`config.mk`:
```
export PLATFORM = sky130hd
export DESIGN_NAME = pipeline_hazard_controller
export DESIGN_NICKNAME = d
export VERILOG_FILES = /design/src/rtl/pipeline_ctrl_pkg.sv /design/src/rtl/mem_wait_fsm.sv /design/src/rtl/pipeline_hazard_controller.sv
export SDC_FILE = /design/constraint.sdc
export NUM_CORES = 1
export LEC_CHECK = 0
export ABC_CLOCK_PERIOD_IN_PS = 2300
export BUFFER_PORTS_ARGS = -buffer_cell sky130_fd_sc_hd__clkbuf_2
export CORE_UTILIZATION = 44
export CTS_CLUSTER_SIZE = 40
export DETAILED_ROUTE_END_ITERATION = 8
export PLACE_DENSITY = 0.78
export SLEW_MARGIN = 15
export SYNTH_ARGS = -nofsm -noshare
export SYNTH_HDL_FRONTEND = slang
export SYNTH_SLANG_ARGS = --single-unit
```
`constraint.sdc`:
```
create_clock -name clk -period 2.3 [get_ports clk]
set_clock_uncertainty 0.15 [all_clocks]
set_input_delay 0.575 -clock clk [delete_from_list [all_inputs] [get_ports clk]]
set_output_delay 0.575 -clock clk [all_outputs]
set_load 0.05 [all_outputs]
```
`src/rtl/pipeline_ctrl_pkg.sv`:
```
// Shared definitions for the pipeline hazard controller.
// Holds the register-index width, the default memory timing, the memory
// FSM state encoding and the source-operand match helper used by the
// hazard detector.
package pipeline_ctrl_pkg;

  localparam int REG_IDX_W        = 4;
  localparam int DEFAULT_MEM_WAIT = 3;
  localparam int DEFAULT_CNT_W    = 4;

  typedef enum logic [1:0] {
    IDLE    = 2'd0,
    WAIT    = 2'd1,
    RELEASE = 2'd2
  } mem_state_e;

  // True when the ID instruction actually reads register 'dest' through
  // either of its source operands.
  function automatic logic srcMatch(
    input logic                 usesSrc1,
    input logic [REG_IDX_W-1:0] src1,
    input logic                 twoSrc,
    input logic [REG_IDX_W-1:0] src2,
    input logic [REG_IDX_W-1:0] dest
  );
    return (usesSrc1 && (src1 == dest)) || (twoSrc && (src2 == dest));
  endfunction

endpackage

```
`src/rtl/mem_wait_fsm.sv`:
```
// Memory wait-state sequencer.
// Stalls the pipeline for exactly MEM_WAIT cycles per data-memory access,
// then spends one RELEASE cycle unstalled so the access can retire before
// another access is recognised in IDLE.
// Ports:
//   clk, rst            core clock, synchronous active-low reset
//   mem_r_en, mem_w_en  MEM-stage instruction reads / writes data memory
//   mstall              pipeline must hold this cycle
//   mem_busy            FSM is in (or entering) a stall sequence
module mem_wait_fsm
  import pipeline_ctrl_pkg::*;
#(
  parameter int MEM_WAIT = DEFAULT_MEM_WAIT,
  parameter int CNT_W    = DEFAULT_CNT_W
) (
  input  logic clk,
  input  logic rst,
  input  logic mem_r_en,
  input  logic mem_w_en,
  output logic mstall,
  output logic mem_busy
);

  localparam logic             HAS_WAIT = (MEM_WAIT > 0);
  localparam logic [CNT_W-1:0] LOAD_CNT = (MEM_WAIT > 0) ? CNT_W'(MEM_WAIT - 1) : '0;
  localparam logic [CNT_W-1:0] ONE_CNT  = CNT_W'(1);

  mem_state_e       state_q, state_d;
  logic [CNT_W-1:0] cnt_q, cnt_d;
  logic             acc;

  assign acc = mem_r_en | mem_w_en;

  // State and wait counter registers; reset abandons any access in flight.
  always_ff @(posedge clk) begin
    if (!rst) begin
      state_q <= IDLE;
      cnt_q   <= '0;
    end else begin
      state_q <= state_d;
      cnt_q   <= cnt_d;
    end
  end

  // Next-state and stall decode. The IDLE cycle that detects the access is
  // itself the first stall cycle, so WAIT covers the remaining MEM_WAIT-1.
  always_comb begin
    state_d  = state_q;
    cnt_d    = cnt_q;
    mstall   = 1'b0;
    mem_busy = 1'b0;
    case (state_q)
      IDLE: begin
        if (acc && HAS_WAIT) begin
          mstall   = 1'b1;
          mem_busy = 1'b1;
          cnt_d    = LOAD_CNT;
          state_d  = (LOAD_CNT == '0) ? RELEASE : WAIT;
        end
      end
      WAIT: begin
        mstall   = 1'b1;
        mem_busy = 1'b1;
        cnt_d    = cnt_q - ONE_CNT;
        // A zero count can only come from corruption; leave rather than wrap.
        if (cnt_q <= ONE_CNT) begin
          state_d = RELEASE;
        end
      end
      RELEASE: begin
        mem_busy = 1'b1;
        state_d  = IDLE;
      end
      default: begin
        state_d = IDLE;
        cnt_d   = '0;
      end
    endcase
    // Outputs are silenced for the whole time reset is held.
    if (!rst) begin
      mstall   = 1'b0;
      mem_busy = 1'b0;
    end
  end

endmodule

```
`src/rtl/pipeline_hazard_controller.sv`:
```
// Pipeline sequencing controller for the 5-stage core.
// Combines register-dependency hazards, taken branches from EXE and
// multi-cycle memory stalls into per-stage freeze/flush/bubble controls.
// Priority: memory stall > branch flush > data hazard.
// Ports:
//   clk, rst                   core clock, synchronous active-low reset
//   id_src1/id_src2            source register indices of the ID instruction
//   id_uses_src1/id_two_src    which ID sources are really read
//   exe_dest/exe_wb_en         EXE destination and writeback enable
//   exe_mem_r_en               EXE instruction is a load
//   mem_dest/mem_wb_en         MEM destination and writeback enable
//   mem_r_en/mem_w_en          MEM instruction accesses data memory
//   exe_branch_taken           branch resolved taken in EXE
//   pc_freeze .. exe_reg_freeze  stage register hold/clear controls
//   mem_reg_bubble             MEM/WB loads a bubble
//   mem_busy                   memory sequencer active (debug/perf)
module pipeline_hazard_controller
  import pipeline_ctrl_pkg::*;
#(
  parameter int MEM_WAIT = DEFAULT_MEM_WAIT,
  parameter int FWD_EN   = 0,
  parameter int CNT_W    = DEFAULT_CNT_W
) (
  input  logic                 clk,
  input  logic                 rst,
  input  logic [REG_IDX_W-1:0] id_src1,
  input  logic [REG_IDX_W-1:0] id_src2,
  input  logic                 id_two_src,
  input  logic                 id_uses_src1,
  input  logic [REG_IDX_W-1:0] exe_dest,
  input  logic                 exe_wb_en,
  input  logic                 exe_mem_r_en,
  input  logic [REG_IDX_W-1:0] mem_dest,
  input  logic                 mem_wb_en,
  input  logic                 mem_r_en,
  input  logic                 mem_w_en,
  input  logic                 exe_branch_taken,
  output logic                 pc_freeze,
  output logic                 if_reg_freeze,
  output logic                 if_reg_flush,
  output logic                 id_reg_freeze,
  output logic                 id_reg_flush,
  output logic                 exe_reg_freeze,
  output logic                 mem_reg_bubble,
  output logic                 mem_busy
);

  logic mstall;
  logic exeMatch, memMatch, hz, fl;
  logic br_pending_q, br_pending_d;

  mem_wait_fsm #(
    .MEM_WAIT (MEM_WAIT),
    .CNT_W    (CNT_W)
  ) u_mem_wait_fsm (
    .clk      (clk),
    .rst      (rst),
    .mem_r_en (mem_r_en),
    .mem_w_en (mem_w_en),
    .mstall   (mstall),
    .mem_busy (mem_busy)
  );

  // With forwarding, only a load in EXE cannot be bypassed in time; without
  // it, any pending writeback in EXE or MEM forces ID to wait.
  always_comb begin
    exeMatch = srcMatch(id_uses_src1, id_src1, id_two_src, id_src2, exe_dest);
    memMatch = srcMatch(id_uses_src1, id_src1, id_two_src, id_src2, mem_dest);
    if (FWD_EN != 0) begin
      hz = exe_mem_r_en && exe_wb_en && exeMatch;
    end else begin
      hz = (exe_wb_en && exeMatch) || (mem_wb_en && memMatch);
    end
  end

  assign fl = exe_branch_taken | br_pending_q;

  // A branch seen while memory stalls the pipe is remembered until the
  // first unstalled cycle, where its flush is issued.
  always_ff @(posedge clk) begin
    if (!rst) begin
      br_pending_q <= 1'b0;
    end else begin
      br_pending_q <= br_pending_d;
    end
  end

  // Priority mux. A branch beats a hazard because the hazarding ID
  // instruction is on the wrong path and is about to be discarded anyway.
  always_comb begin
    pc_freeze      = 1'b0;
    if_reg_freeze  = 1'b0;
    if_reg_flush   = 1'b0;
    id_reg_freeze  = 1'b0;
    id_reg_flush   = 1'b0;
    exe_reg_freeze = 1'b0;
    mem_reg_bubble = 1'b0;
    br_pending_d   = 1'b0;
    if (rst) begin
      if (mstall) begin
        pc_freeze      = 1'b1;
        if_reg_freeze  = 1'b1;
        id_reg_freeze  = 1'b1;
        exe_reg_freeze = 1'b1;
        mem_reg_bubble = 1'b1;
        br_pending_d   = br_pending_q | exe_branch_taken;
      end else if (fl) begin
        if_reg_flush = 1'b1;
        id_reg_flush = 1'b1;
      end else if (hz) begin
        pc_freeze     = 1'b1;
        if_reg_freeze = 1'b1;
        id_reg_flush  = 1'b1;
      end
    end
  end

endmodule
```
### Word-level counts from Yosys, hierarchy flattened

Index checks and enable logic that the tools add are counted.

| storage, ports and cells | value |
|---|---|
| bits of input ports | 26 |
| output and inout port bits | 8 |
| logic and storage cells | 52 |
| flip-flop bits (word level) | 7 |

| operators by class | value |
|---|---|
| muxes and demuxes | 22 |
| bitwise gates (word level) | 3 |
| $lt $le $gt $ge | 1 |
| reduce and logical (&&, ||, !) cells | 14 |
| eq/ne operators | 8 |
| add/subtract/negate cells | 1 |

Operators with widths:

| cell | count |
|---|---|
| 4-bit equality test | 4 |
| 1-bit 2-to-1 mux | 15 |
| 4-bit case mux with 3 select lines | 1 |
| 1-bit logical AND | 6 |
| 2-bit AND reduction | 3 |
| 4-bit by 1-bit <= comparator with 1-bit output (second input constant) | 1 |
| 2-bit 2-to-1 mux | 2 |
| 4-bit 2-to-1 mux | 1 |
| 2-bit by 1-bit inequality test with 1-bit output (second input constant) | 2 |
| 1-bit case mux with 2 select lines | 2 |
| 2-bit case mux with 2 select lines | 1 |
| 4-bit by 1-bit subtractor with 4-bit output (second input constant) | 1 |
| 1-bit logical OR | 3 |
| 2-bit by 1-bit equality test with 1-bit output (second input constant) | 1 |
| 2-bit equality test (second input constant) | 1 |
| 2-bit logical NOT | 1 |
| 1-bit OR | 2 |
| 2-bit OR reduction | 1 |
| 1-bit inverter | 1 |

### Depth between registers and ports, before layout

| depth | value |
|---|---|
| depth in word-level cells | 9 |
| gate-level depth with buffers | 7 |
| gate-level depth less buffers | 7 |

### Hierarchy

Synthesis repeated with hierarchy kept, for this count alone.

| unflattened totals | value |
|---|---|
| cell total of the unflattened synthesis | 87 |
| area, all modules | 693.2 um2 |

By module, submodules not included:

| module | times used | seq. area each (um2) | cells an instance | area each (um2) |
|---|---|---|---|---|
| mem_wait_fsm | 1 | 120.1 | 50 | 414.1 |
| pipeline_hazard_controller | 1 | 20.0 | 37 | 279.0 |

### Least setup slack after synthesis

Ideal clock, no wire load.

| timing | value |
|---|---|
| path kind | reg2out |
| start point | reg u_mem_wait_fsm.state_q[1] |
| end point | out pc_freeze |
| setup slack | -0.697 ns |
| path buffers | 1 |
| arrival time | 2.272 ns |
| required time | 1.575 ns |
| cell stages (with the launch flop) | 7 |
| cell sequence | dfxtp_1 -> inv_1 -> ha_1 -> a21oi_1 -> nor2b_1 -> a31o_2 -> buf_4 |

| on the way | value |
|---|---|
| cells in the longest elaborated chain, start to end | 5 |
| elaborated cells on any way between the ends | 6 |

RTL lines:

| element | line | source |
|---|---|---|
| start: declaration | mem_wait_fsm.sv:28 | `mem_state_e state_q, state_d;` |
| start signal: assignment | mem_wait_fsm.sv:40 | `state_q <= state_d;` |
| 2-bit by 1-bit equality test with 1-bit output / 2-bit logical NOT (equally long branches) | mem_wait_fsm.sv:52 | `case (state_q)` |
| 1-bit case mux with 2 select lines * | mem_wait_fsm.sv:52 |  |
| 1-bit 2-to-1 mux * | mem_wait_fsm.sv:80 | `if (!rst) begin` |
| 1-bit 2-to-1 mux * (2 in series) | - |  |
| end: declaration | pipeline_hazard_controller.sv:38 | `output logic pc_freeze,` |

Every way passes the cells marked *; elsewhere a longest branch is shown, timed or not.

### Worst setup path after layout

| timing | value |
|---|---|
| start point | in id_src1[2] |
| end point | out id_reg_flush |

| on the way | value |
|---|---|
| cells in the longest elaborated chain, start to end | 9 |
| elaborated cells on any way between the ends | 13 |

RTL lines:

| element | line | source |
|---|---|---|
| start: declaration | pipeline_hazard_controller.sv:26 | `input logic [REG_IDX_W-1:0] id_src1,` |
| 4-bit equality test | pipeline_ctrl_pkg.sv:26 | `return (usesSrc1 && (src1 == dest)) \|\| (twoSrc && (src2 == dest));` |
| 1-bit logical AND | pipeline_ctrl_pkg.sv:26 |  |
| 1-bit logical OR | pipeline_ctrl_pkg.sv:26 |  |
| 1-bit logical AND | pipeline_hazard_controller.sv:72 | `hz = (exe_wb_en && exeMatch) \|\| (mem_wb_en && memMatch);` |
| 1-bit logical OR * | pipeline_hazard_controller.sv:72 |  |
| 1-bit 2-to-1 mux * | pipeline_hazard_controller.sv:110 | `end else if (hz) begin` |
| 1-bit 2-to-1 mux * | pipeline_hazard_controller.sv:107 | `end else if (fl) begin` |
| 1-bit 2-to-1 mux * | pipeline_hazard_controller.sv:100 | `if (mstall) begin` |
| 1-bit 2-to-1 mux * | pipeline_hazard_controller.sv:99 | `if (rst) begin` |
| end: declaration | pipeline_hazard_controller.sv:42 | `output logic id_reg_flush,` |

Marks and branches as above.

==> metrics.txt <==
Syn Area/Cell=8.05 sq um; grt ovf=0; Setup crit end=id_reg_flush; CP startpoint=id_src1[2]; overall power=914 uW; failing checks=negative setup slack; Worst setup SP type=input port; sw frac=0.493; area leader, netlist=dfxtp_1; area fraction of the dominant cell type after synthesis=0.203; htree depth=1; worst-path fanout max=2; Netlist Area Pre-Place=692 sq um; Clock Sink Count=7; Peak VDD IR=483 uV; CP Capture Type=output port; EDFF count, synth=0; Synth Flop Type=dfxtp_1; reg2reg end=u_mem_wait_fsm.cnt_q[3]; Iter 0 DRT Violations=33; yosys warns=0; final HPWL from detailed placement=1400 um; RePlAce Congestion=0.754; WL/cell=14.2 um; FF-to-FF path depth=7; fraction of registers with async set/reset=0; most common library cells after synthesis=12 x xor2_1, 7 x dfxtp_1, 7 x ha_1; PwrDens=861 nW/um^2; Mapped Cells=86; hold buffer count at CTS=0; P_leak=0.496 nW; status=finished, violations left; global-route wire length before repair=2990 um; nets@finish=157; CP Class=input port to output port; CP required=1.57 ns; # diodes=0; Clock Path Buffers=2; Core Area=1380 sq um; final hold vios=0; headroom to the max-slew limit=0.715; reg2reg start=u_mem_wait_fsm.state_q[0]; Final period util=1.04; Setup Fix Bufs, Post-CTS=0; Synth area leaders=dfxtp_1 20%, xor2_1 15%, ha_1 13%; Antenna Nets Post-Route=0; sw power=451 uW; # port buffers=32; placement row count=13; Area Overhead vs Synth=53.5%; top-count cell post-synth=xor2_1; final WL=1960 um; post-synthesis sequential area ratio=0.203; Die Area=1740 sq um; # IOs=34; DRC Markers=0; Tmin final=2.39 ns; Comb power frac=0.662; Clock Power Share=0.127; Slew Limit Fails=0; Int Pwr=464 uW; R2R Setup Slk=0.55 ns; syn nets=119; largest net degree at the start of global routing=8; dpl ws=-0.165 ns; Vias/cell=5.54; Distinct cells, synth=30; FF+latch count, synth=7; layout cells sized above 1=0.455; clock root cell=clkbuf_4; Die W=41.7 um; CP arrival=1.67 ns; Initial DRT Pass Iterations=4; CTS tree=yes; global-route usage over all layers=0.221; vias in the first global route=769; Min-Delay Path Class=flip-flop to flip-flop; CTS buffer count=3; setup ws final=-0.0907 ns; Reg clk slew, reported paths=0.06 ns; max_cap viols=0; worst skew pair latency=0.25 ns; die height=41.7 um; DR vias=765; final core utilization=0.768; final setup fails=3; starting density of the core=0.500; RSZ-0062 raised after global routing=true; Slew @ Worst Pin=0.425 ns; fmax=0.418 GHz; Reg power frac=0.210; initial antenna violation count=0
-- layout by cell type (no fill, tap or decap), types with 2 or more instances in the layout --
cell,Yosys,layout
a21oi_1,4,3
buf_4,3,6
buf_6,0,5
buf_8,0,4
clkbuf_2,0,21
clkbuf_4,0,3
dfxtp_1,7,6
ha_1,7,6
inv_1,6,5
nand2_1,2,2
nand4_1,5,5
nor2_1,6,6
nor3_1,5,3
nor3_2,0,2
o21ai_0,6,6
xnor2_1,4,4
xor2_1,12,8
xor2_2,0,4
-- layout make-up --
type                    instances  area, sq um
clock buffers                   4         26.3
fillers                        98          320
inverters                       6         22.5
multi-input cells              69          573
flip-flops and latches          7          141
well taps                      15         18.8
repair buffers                 37          280
-- sequential cells by signal (all words and copies together), names as in the netlist --
signal,flops
br_pending_q,1
u_mem_wait_fsm.cnt_q,4
u_mem_wait_fsm.state_q,2
-- power groups by stage --
stage                     combinational (mW)  clock, mW  sequential, mW
after CTS                              0.570      0.112           0.189
after detailed placement               0.522          0           0.190
after floorplan                        0.405          0           0.182
final                                  0.606      0.116           0.192
after global routing                   0.649      0.123           0.197
after global placement                 0.506          0           0.188
-- kinds of logic (layout without fill, tap and decap cells) --
| kind of cell | count (synthesis) | count (layout) | synth area share |
|---|---|---|---|
| flip-flops | 7 | 7 | 0.203 |
| AO/OA/AOI/OAI | 19 | 19 | 0.183 |
| AND/OR/NAND/NOR | 27 | 27 | 0.213 |
| adder cells (fa/ha/maj) | 7 | 7 | 0.127 |
| buffers and inverters | 10 | 47 | 0.0723 |
| XOR/XNOR | 16 | 16 | 0.203 |
-- layer usage --
layer,global-route usage,vias up,routed length (um)
li1,-,372,-
met1,0.232,362,766
met2,0.409,29,1070
met3,0.0478,2,97
met4,0.103,0,18
met5,0,-,0
-- worst max-delay path, stage by stage --
cell and delay (ns):
clkbuf_2 0.11, xor2_1 0.19, nor3_2 0.06, nand4_1 0.08, nand4_1 0.15, o311a_1 0.34
buf_8 0.16
-- per-stage QoR --
step | hold WS, ns | cells | setup TNS [ns] | area [sq um]
after global routing | 0.403 | 138 | -0.543 | 1060
after global placement | 0.344 | 134 | -0.436 | 902
after CTS | 0.373 | 138 | -0.281 | 996
after detailed placement | 0.364 | 134 | -0.478 | 902
after floorplan | 0.325 | 86 | -0.182 | 713
final | 0.373 | 138 | -0.253 | 1060
-- worst min path at each step --
stage	startpoint	cells past startpoint	endpoint	slack, ns
2_1_floorplan	u_mem_wait_fsm.cnt_q[2]	2	u_mem_wait_fsm.cnt_q[2]	0.32
3_3_place_gp	u_mem_wait_fsm.cnt_q[2]	2	u_mem_wait_fsm.cnt_q[2]	0.34
3_5_place_dp	u_mem_wait_fsm.cnt_q[2]	2	u_mem_wait_fsm.cnt_q[2]	0.36
4_1_cts	u_mem_wait_fsm.cnt_q[2]	2	u_mem_wait_fsm.cnt_q[2]	0.37
5_1_grt	u_mem_wait_fsm.cnt_q[2]	2	u_mem_wait_fsm.cnt_q[2]	0.40
6_report	u_mem_wait_fsm.cnt_q[2]	2	u_mem_wait_fsm.cnt_q[2]	0.37
-- repair_timing --
item | CTS | global route
resized for setup | 14 | 23
pin swaps | 3 | 2
hold endpoints to repair | 0 | 0
setup endpoints to repair | 5 | 5
Power figures use the tool's default switching activity.
